### config.mk
export PLATFORM = sky130hd
export DESIGN_NAME = axi_s2mm_ring_ctrl
export DESIGN_NICKNAME = d
export VERILOG_FILES = /design/src/rtl/axi_s2mm_ring_pkg.sv /design/src/rtl/axi_s2mm_ring_ctrl.sv
export SDC_FILE = /design/constraint.sdc
export NUM_CORES = 1
export LEC_CHECK = 0
export BUFFER_PORTS_ARGS = -buffer_cell sky130_fd_sc_hd__clkbuf_2
export CORE_AREA = 2 2 231 233
export CTS_BUF_LIST = sky130_fd_sc_hd__clkbuf_2 sky130_fd_sc_hd__clkbuf_4 sky130_fd_sc_hd__clkbuf_8
export CTS_CLUSTER_DIAMETER = 100
export DETAILED_ROUTE_END_ITERATION = 16
export DIE_AREA = 0 0 233 235
export GPL_TIMING_DRIVEN = 0
export RECOVER_POWER = 50
export SETUP_SLACK_MARGIN = 0.15
export SLEW_MARGIN = 20
export SYNTH_ARGS = -nofsm -noshare
export SYNTH_HDL_FRONTEND = slang
export SYNTH_SLANG_ARGS = --single-unit
### constraint.sdc
create_clock -name clk -period 12.07 [get_ports clk]
set_clock_uncertainty 0.05 [all_clocks]
set_input_delay 2.414 -clock clk [delete_from_list [all_inputs] [get_ports clk]]
set_output_delay 2.414 -clock clk [all_outputs]
set_load 0.005 [all_outputs]
### src/rtl/axi_s2mm_ring_pkg.sv
// Shared types and space-accounting helpers for the S2MM ring-buffer controller.
package axi_s2mm_ring_pkg;

  localparam int unsigned OFF_W = 64;

  typedef enum logic [2:0] {
    ST_IDLE,
    ST_CHECK,
    ST_TRIGGER,
    ST_XFER,
    ST_UPDATE,
    ST_DROP
  } state_e;

  typedef struct packed {
    logic ok;
    logic wrap;
  } fit_t;

  // Round (byte count - 1) up to whole beats; b must be a power of two.
  function automatic logic [OFF_W-1:0] align_up(input logic [15:0] len, input int unsigned b);
    return (OFF_W'(len) | OFF_W'(b - 1)) + OFF_W'(1);
  endfunction

  // Placement decision; one beat of gap is kept so full never looks empty.
  function automatic fit_t fits(input logic [OFF_W-1:0] wr, input logic [OFF_W-1:0] rd,
                                input logic [OFF_W-1:0] s, input logic [OFF_W-1:0] l);
    fit_t f;
    f = '0;
    if (wr >= rd) begin
      if ((l <= s - wr) && !((wr + l == s) && (rd == '0))) begin
        f.ok = 1'b1;
      end else if (l < rd) begin
        f.ok   = 1'b1;
        f.wrap = 1'b1;
      end
    end else if (l < rd - wr) begin
      f.ok = 1'b1;
    end
    return f;
  endfunction

endpackage

### src/rtl/axi_s2mm_ring_ctrl.sv
// Places length-prefixed packets into a circular memory buffer via the S2MM engine,
// dropping packets that do not fit and publishing the write pointer to software.
module axi_s2mm_ring_ctrl
  import axi_s2mm_ring_pkg::*;
#(
  parameter int unsigned C_AXI_WIDTH      = 128,
  parameter int unsigned C_AXI_ADDR_WIDTH = 64,
  parameter int unsigned C_PTR_WIDTH      = 32
) (
  input  logic                          clk,
  input  logic                          rst,
  input  logic                          enable,
  input  logic [C_AXI_ADDR_WIDTH-1:0]   buf_base,
  input  logic [C_PTR_WIDTH-1:0]        buf_size,
  input  logic [C_PTR_WIDTH-1:0]        rd_ptr,
  output logic [C_PTR_WIDTH-1:0]        wr_ptr,
  input  logic [15:0]                   s_axis_len_tdata,
  input  logic                          s_axis_len_tvalid,
  output logic                          s_axis_len_tready,
  input  logic [C_AXI_WIDTH-1:0]        s_axis_tdata,
  input  logic [C_AXI_WIDTH/8-1:0]      s_axis_tstrb,
  input  logic                          s_axis_tlast,
  input  logic                          s_axis_tvalid,
  output logic                          s_axis_tready,
  output logic [C_AXI_WIDTH-1:0]        m_axis_tdata,
  output logic [C_AXI_WIDTH/8-1:0]      m_axis_tstrb,
  output logic                          m_axis_tlast,
  output logic                          m_axis_tvalid,
  input  logic                          m_axis_tready,
  output logic                          dma_trigger,
  output logic [C_AXI_ADDR_WIDTH-1:0]   dma_start_addr,
  output logic [15:0]                   dma_bytes_to_write,
  input  logic                          dma_busy,
  input  logic [1:0]                    dma_response,
  output logic                          pkt_done,
  output logic [31:0]                   drop_count,
  output logic                          err
);

  localparam int unsigned B = C_AXI_WIDTH / 8;

  state_e                        state_q, state_d;
  logic [15:0]                   len_q, len_d;
  logic [C_PTR_WIDTH-1:0]        start_off_q, start_off_d;
  logic                          fwd_en_q, fwd_en_d;
  logic                          busy_seen_q, busy_seen_d;
  logic [C_PTR_WIDTH-1:0]        wr_ptr_q, wr_ptr_d;
  logic                          dma_trigger_q, dma_trigger_d;
  logic [C_AXI_ADDR_WIDTH-1:0]   dma_addr_q, dma_addr_d;
  logic [15:0]                   dma_bytes_q, dma_bytes_d;
  logic                          pkt_done_q, pkt_done_d;
  logic [31:0]                   drop_count_q, drop_count_d;
  logic                          err_q, err_d;

  logic [OFF_W-1:0]              len_al;
  logic [OFF_W-1:0]              end_off;
  logic [C_PTR_WIDTH-1:0]        start_sel;
  fit_t                          fit;

  assign len_al    = align_up(len_q, B);
  assign fit       = fits(OFF_W'(wr_ptr_q), OFF_W'(rd_ptr), OFF_W'(buf_size), len_al);
  assign start_sel = fit.wrap ? '0 : wr_ptr_q;
  assign end_off   = OFF_W'(start_off_q) + len_al;

  always_ff @(posedge clk or posedge rst) begin
    if (rst) begin
      state_q       <= ST_IDLE;
      len_q         <= '0;
      start_off_q   <= '0;
      fwd_en_q      <= 1'b0;
      busy_seen_q   <= 1'b0;
      wr_ptr_q      <= '0;
      dma_trigger_q <= 1'b0;
      dma_addr_q    <= '0;
      dma_bytes_q   <= '0;
      pkt_done_q    <= 1'b0;
      drop_count_q  <= '0;
      err_q         <= 1'b0;
    end else begin
      state_q       <= state_d;
      len_q         <= len_d;
      start_off_q   <= start_off_d;
      fwd_en_q      <= fwd_en_d;
      busy_seen_q   <= busy_seen_d;
      wr_ptr_q      <= wr_ptr_d;
      dma_trigger_q <= dma_trigger_d;
      dma_addr_q    <= dma_addr_d;
      dma_bytes_q   <= dma_bytes_d;
      pkt_done_q    <= pkt_done_d;
      drop_count_q  <= drop_count_d;
      err_q         <= err_d;
    end
  end

  always_comb begin
    state_d           = state_q;
    len_d             = len_q;
    start_off_d       = start_off_q;
    fwd_en_d          = fwd_en_q;
    busy_seen_d       = busy_seen_q;
    wr_ptr_d          = wr_ptr_q;
    dma_trigger_d     = 1'b0;
    dma_addr_d        = dma_addr_q;
    dma_bytes_d       = dma_bytes_q;
    pkt_done_d        = 1'b0;
    drop_count_d      = drop_count_q;
    err_d             = err_q;
    s_axis_len_tready = 1'b0;
    s_axis_tready     = 1'b0;
    m_axis_tvalid     = 1'b0;
    m_axis_tdata      = '0;
    m_axis_tstrb      = '0;
    m_axis_tlast      = 1'b0;

    unique case (state_q)
      ST_IDLE: begin
        s_axis_len_tready = enable & ~rst;
        if (enable && s_axis_len_tvalid) begin
          len_d   = s_axis_len_tdata;
          state_d = ST_CHECK;
        end
      end
      ST_CHECK: begin
        if (fit.ok) begin
          start_off_d = start_sel;
          dma_addr_d  = buf_base + C_AXI_ADDR_WIDTH'(start_sel);
          dma_bytes_d = len_q;
          state_d     = ST_TRIGGER;
        end else begin
          state_d = ST_DROP;
        end
      end
      ST_TRIGGER: begin
        if (!dma_busy) begin
          dma_trigger_d = 1'b1;
          fwd_en_d      = 1'b1;
          busy_seen_d   = 1'b0;
          state_d       = ST_XFER;
        end
      end
      ST_XFER: begin
        s_axis_tready = m_axis_tready & fwd_en_q;
        m_axis_tvalid = s_axis_tvalid & fwd_en_q;
        if (fwd_en_q) begin
          m_axis_tdata = s_axis_tdata;
          m_axis_tstrb = s_axis_tstrb;
          m_axis_tlast = s_axis_tlast;
        end
        if (s_axis_tvalid && m_axis_tready && fwd_en_q && s_axis_tlast) fwd_en_d = 1'b0;
        if (dma_busy) busy_seen_d = 1'b1;
        // Commit on exit so the registered results are visible during UPDATE.
        if (busy_seen_q && !dma_busy && !fwd_en_q) begin
          wr_ptr_d   = (end_off == OFF_W'(buf_size)) ? '0 : C_PTR_WIDTH'(end_off);
          pkt_done_d = 1'b1;
          err_d      = err_q | (dma_response >= 2'd2);
          state_d    = ST_UPDATE;
        end
      end
      ST_UPDATE: state_d = ST_IDLE;
      ST_DROP: begin
        s_axis_tready = 1'b1;
        if (s_axis_tvalid && s_axis_tlast) begin
          if (drop_count_q != '1) drop_count_d = drop_count_q + 32'd1;
          state_d = ST_IDLE;
        end
      end
      default: state_d = ST_IDLE;
    endcase
  end

  assign wr_ptr             = wr_ptr_q;
  assign dma_trigger        = dma_trigger_q;
  assign dma_start_addr     = dma_addr_q;
  assign dma_bytes_to_write = dma_bytes_q;
  assign pkt_done           = pkt_done_q;
  assign drop_count         = drop_count_q;
  assign err                = err_q;

endmodule

==> metrics.csv <==
stage,metric,value,unit
synthesis,ys_seq_elements,200,
worst_setup_path,setup.worst_path.start_class,input port,
die,start_util,37.4,%
clock_network,cts-htree-levels,4,
die,die_h,235,microns
worst_setup_path,required,12.45,ns
worst_setup_path,critPathMaxFanout,10,
min_path,hold_path_class,reg2reg,
clock_network,clk_path_buf_depth,2,
sta,fin_hold_ws,0.434,ns
worst_setup_path,max_stage_delay,0.54,ns
placed_design,dp_hpwl,96400,microns
sta,rsz0062_at_grt,no,
synthesis,synth_cell_types,81,
synthesis,synth-edff-count,0,
worst_setup_path,crit_path_frequent_cell,nand4_1,
worst_setup_path,reg2regPathDepth,33,
sta,drv_slew,99,
sta,setup_violations,0,
power_and_ir_drop,power_density,230,nW/um^2
worst_setup_path,slowest_stage,o31ai_2,
layout,postLayoutCellArea,23800,sq um
grt,antenna_found_initial,41,
flow_run,maxCapViolations,1,
power_and_ir_drop,p_leak,11.1,nW
clock_network,cts_root_buf,clkbuf_8,
route,drt_iter0_drc,2090,
route,routed_via_density,5.83,
route,routed_wl,110000,microns
clock_network,clock-sinks,200,
die,die_x,233,microns
min_path,holdPathStages,1,
sta,fin_crit_sh,93.0,%
die,ioPinCount,593,
synthesis,synth_area,19500,sq um
clock_network,cts.clk_slew.worst_paths,0.12,ns
route,ant_nets,0,
clock_network,numCtsBuffers,17,
sta,tightest_slew,5.61,ns
layout,fin_nets,3416,
sta,slew_headroom,-274,%
die,die-area,54800,sq um
synthesis,synth_area_leaders,"dfrtp_1 26%, ha_1 11%, xnor2_1 7.3%",
worst_setup_path,criticalPathCategory,in2reg,
clock_network,insertion_delay,0.55,ns
grt,grt_max_degree,105,
synthesis,yosysSeqAreaShare,25.6,%
grt,grt-ovfl-total,0,
clock_network,cts_tree,done,
synthesis,avgSynthCellArea,8.36,sq um
sta,setup_ws,0.841,ns
synthesis,yosys_most_used_dff,dfrtp_1,
synthesis,syn_inst,2337,
outcome,failed_checks,"max-capacitance violations, max-slew violations",
die,core_region_area,52200,sq um
route,via_count,21500,
synthesis,synth-async-reset-ratio,100,%
placed_design,dp_slack,-0.242,ns
placed_design,portBuffers,591,
grt,grt_pass1_wl,152000,microns
placed_design,post_dp_cell_area,23400,sq um
sta,max_freq,89.1,MHz
worst_setup_path,cp.arrival,11.61,ns
power_and_ir_drop,ir_drop,0.108,mV
layout,utilization,45.6,%
synthesis,syn-num-nets,2803,
sta,hold_viol,0,
layout,drive_above_1_share,22.0,%
grt,first_global_vias,20400,
sta,min_period,11.23,ns
synthesis,synth_top_area_share,25.6,%
route,post-route-drc-count,0,
route,dr.pass1.iters,6,
placed_design,gp_congestion,1.03,
worst_setup_path,cp-end-kind,flop,
layout,synthToLayoutAreaGrowth,21.9,%
synthesis,synth_area_leader_cell,dfrtp_1,
synthesis,yosysWarnings,0,
grt,track_usage,39.6,%
route,wl_per_cell,30.0,microns
die,placementRows,84,
outcome,status,"complete, but fails checks",
-- report_power, final --
group	leakage [nW]	switching (mW)	internal, mW	total, mW
combinational	8.38	2.37	1.50	3.87
clock	0.208	0.287	0.193	0.479
sequential	2.47	0.217	0.902	1.12
total	11.1	2.87	2.59	5.47
-- critical path, delay by kind of cell --
family / cells / cell delay, ns
AOI/OAI and AO/OA: 15 / 5.04
xor gates and xnor gates: 2 / 0.32
adders and majority gates: 3 / 1.06
buffers and inverters: 3 / 0.93
muxes: 1 / 0.28
and+or+nand+nor: 9 / 1.55
-- through the flow --
step / std cells / power (mW) / setup TNS [ns]
after detailed placement: 3619 / 4.91 / -1.91
after CTS: 3651 / 5.42 / 0
after global routing: 3674 / 5.82 / 0
after global placement: 3616 / 4.88 / -1.66
final: 3682 / 5.47 / 0
after floorplan: 2337 / 3.44 / 0
-- cell usage in the layout (no fill, tap or decap), types with 68 or more instances in the layout --
cell type    n
nor2_1     148
nand3_1     78
dfrtp_1    200
inv_1       97
mux2_1      69
clkbuf_2   505
ha_1       164
nand4_1     68
xnor2_1    160
and2_1     154
nand2_1    178
clkbuf_1   169
o21ai_0     88
a21oi_1    203
-- worst paths after layout --
| kind | slack [ns] | start | to |
|---|---|---|---|
| worst max-delay path | 0.84 | buf_size[2] | dma_start_addr[46] |
| worst min-delay path | 0.43 | err | err |
| worst max register to register | 2.25 | wr_ptr[2] | dma_start_addr[46] |
| worst min register to register | 0.43 | err | err |
| max in group asynchronous | 4.69 | rst | start_off_q[31] |
| min in group asynchronous | 4.11 | rst | drop_count[12] |
-- cells by family (layout without fill, tap and decap cells) --
logic type      count (synthesis)  count (layout)  synth area share [%]
simple gates                  831             831                  22.1
buf+inv                       203             829                  4.28
mux                           151             151                  8.57
other cells                     0              31                     0
xor+xnor                      227             227                  10.3
fa+ha+maj                     168             168                  10.9
flops                         200             200                  25.6
compound gates                557             557                  18.2
-- metal layers --
| layer | up-vias | wire [microns] | track usage (%) |
|---|---|---|---|
| met5 | - | 67 | 0 |
| met4 | 10 | 4110 | 15.2 |
| met3 | 137 | 13100 | 16.2 |
| met2 | 1057 | 48200 | 59.3 |
| met1 | 10600 | 45000 | 50.7 |
| li1 | 9697 | - | - |
-- cell type report --
class | count | area [sq um]
clock buffer | 17 | 234
inverter | 99 | 379
tap | 688 | 861
antenna | 31 | 77.6
multi-input combinational | 1934 | 13700
timing repair buffer | 594 | 2880
clock inverter | 15 | 181
buffer | 104 | 467
fill | 5383 | 28400
sequential | 200 | 5000
-- synthesized netlist by cell type, types with 5 or more instances --
master / n
a211o_1: 5
a211oi_1: 28
a21boi_0: 10
a21o_1: 53
a21oi_1: 203
a311oi_1: 7
a31oi_1: 25
and2_1: 154
and3_1: 20
and4_1: 13
buf_2: 12
buf_6: 8
clkbuf_1: 83
dfrtp_1: 200
ha_1: 164
inv_1: 98
mux2_1: 69
mux2_2: 62
mux2i_1: 20
nand2_1: 178
nand2b_1: 26
nand3_1: 78
nand3b_1: 6
nand4_1: 68
nor2_1: 148
nor2b_1: 23
nor3_1: 48
nor3b_1: 5
nor4_1: 26
nor4b_1: 5
o2111ai_1: 9
o211ai_1: 16
o21a_1: 17
o21ai_0: 89
o21ai_1: 5
o21bai_1: 10
o22ai_1: 7
o311ai_0: 5
o31ai_1: 15
or2_2: 10
or3_1: 9
xnor2_1: 162
xor2_1: 63
-- registers in the layout, summed over array words and instances, names as in the netlist --
name / cells
busy_seen_q: 1
dma_bytes_to_write: 16
dma_start_addr: 64
dma_trigger: 1
drop_count: 32
err: 1
fwd_en_q: 1
len_q: 16
pkt_done: 1
start_off_q: 32
state_q: 3
wr_ptr: 32
-- timing repair --
item                       4_1_cts  5_1_grt
setup endpoints to repair        0       26
resized for setup                0        5
hold buffers                     0        0
hold endpoints to repair         0        0
buffers inserted                 0        0
Note: power is estimated with default switching activity, not from simulation.
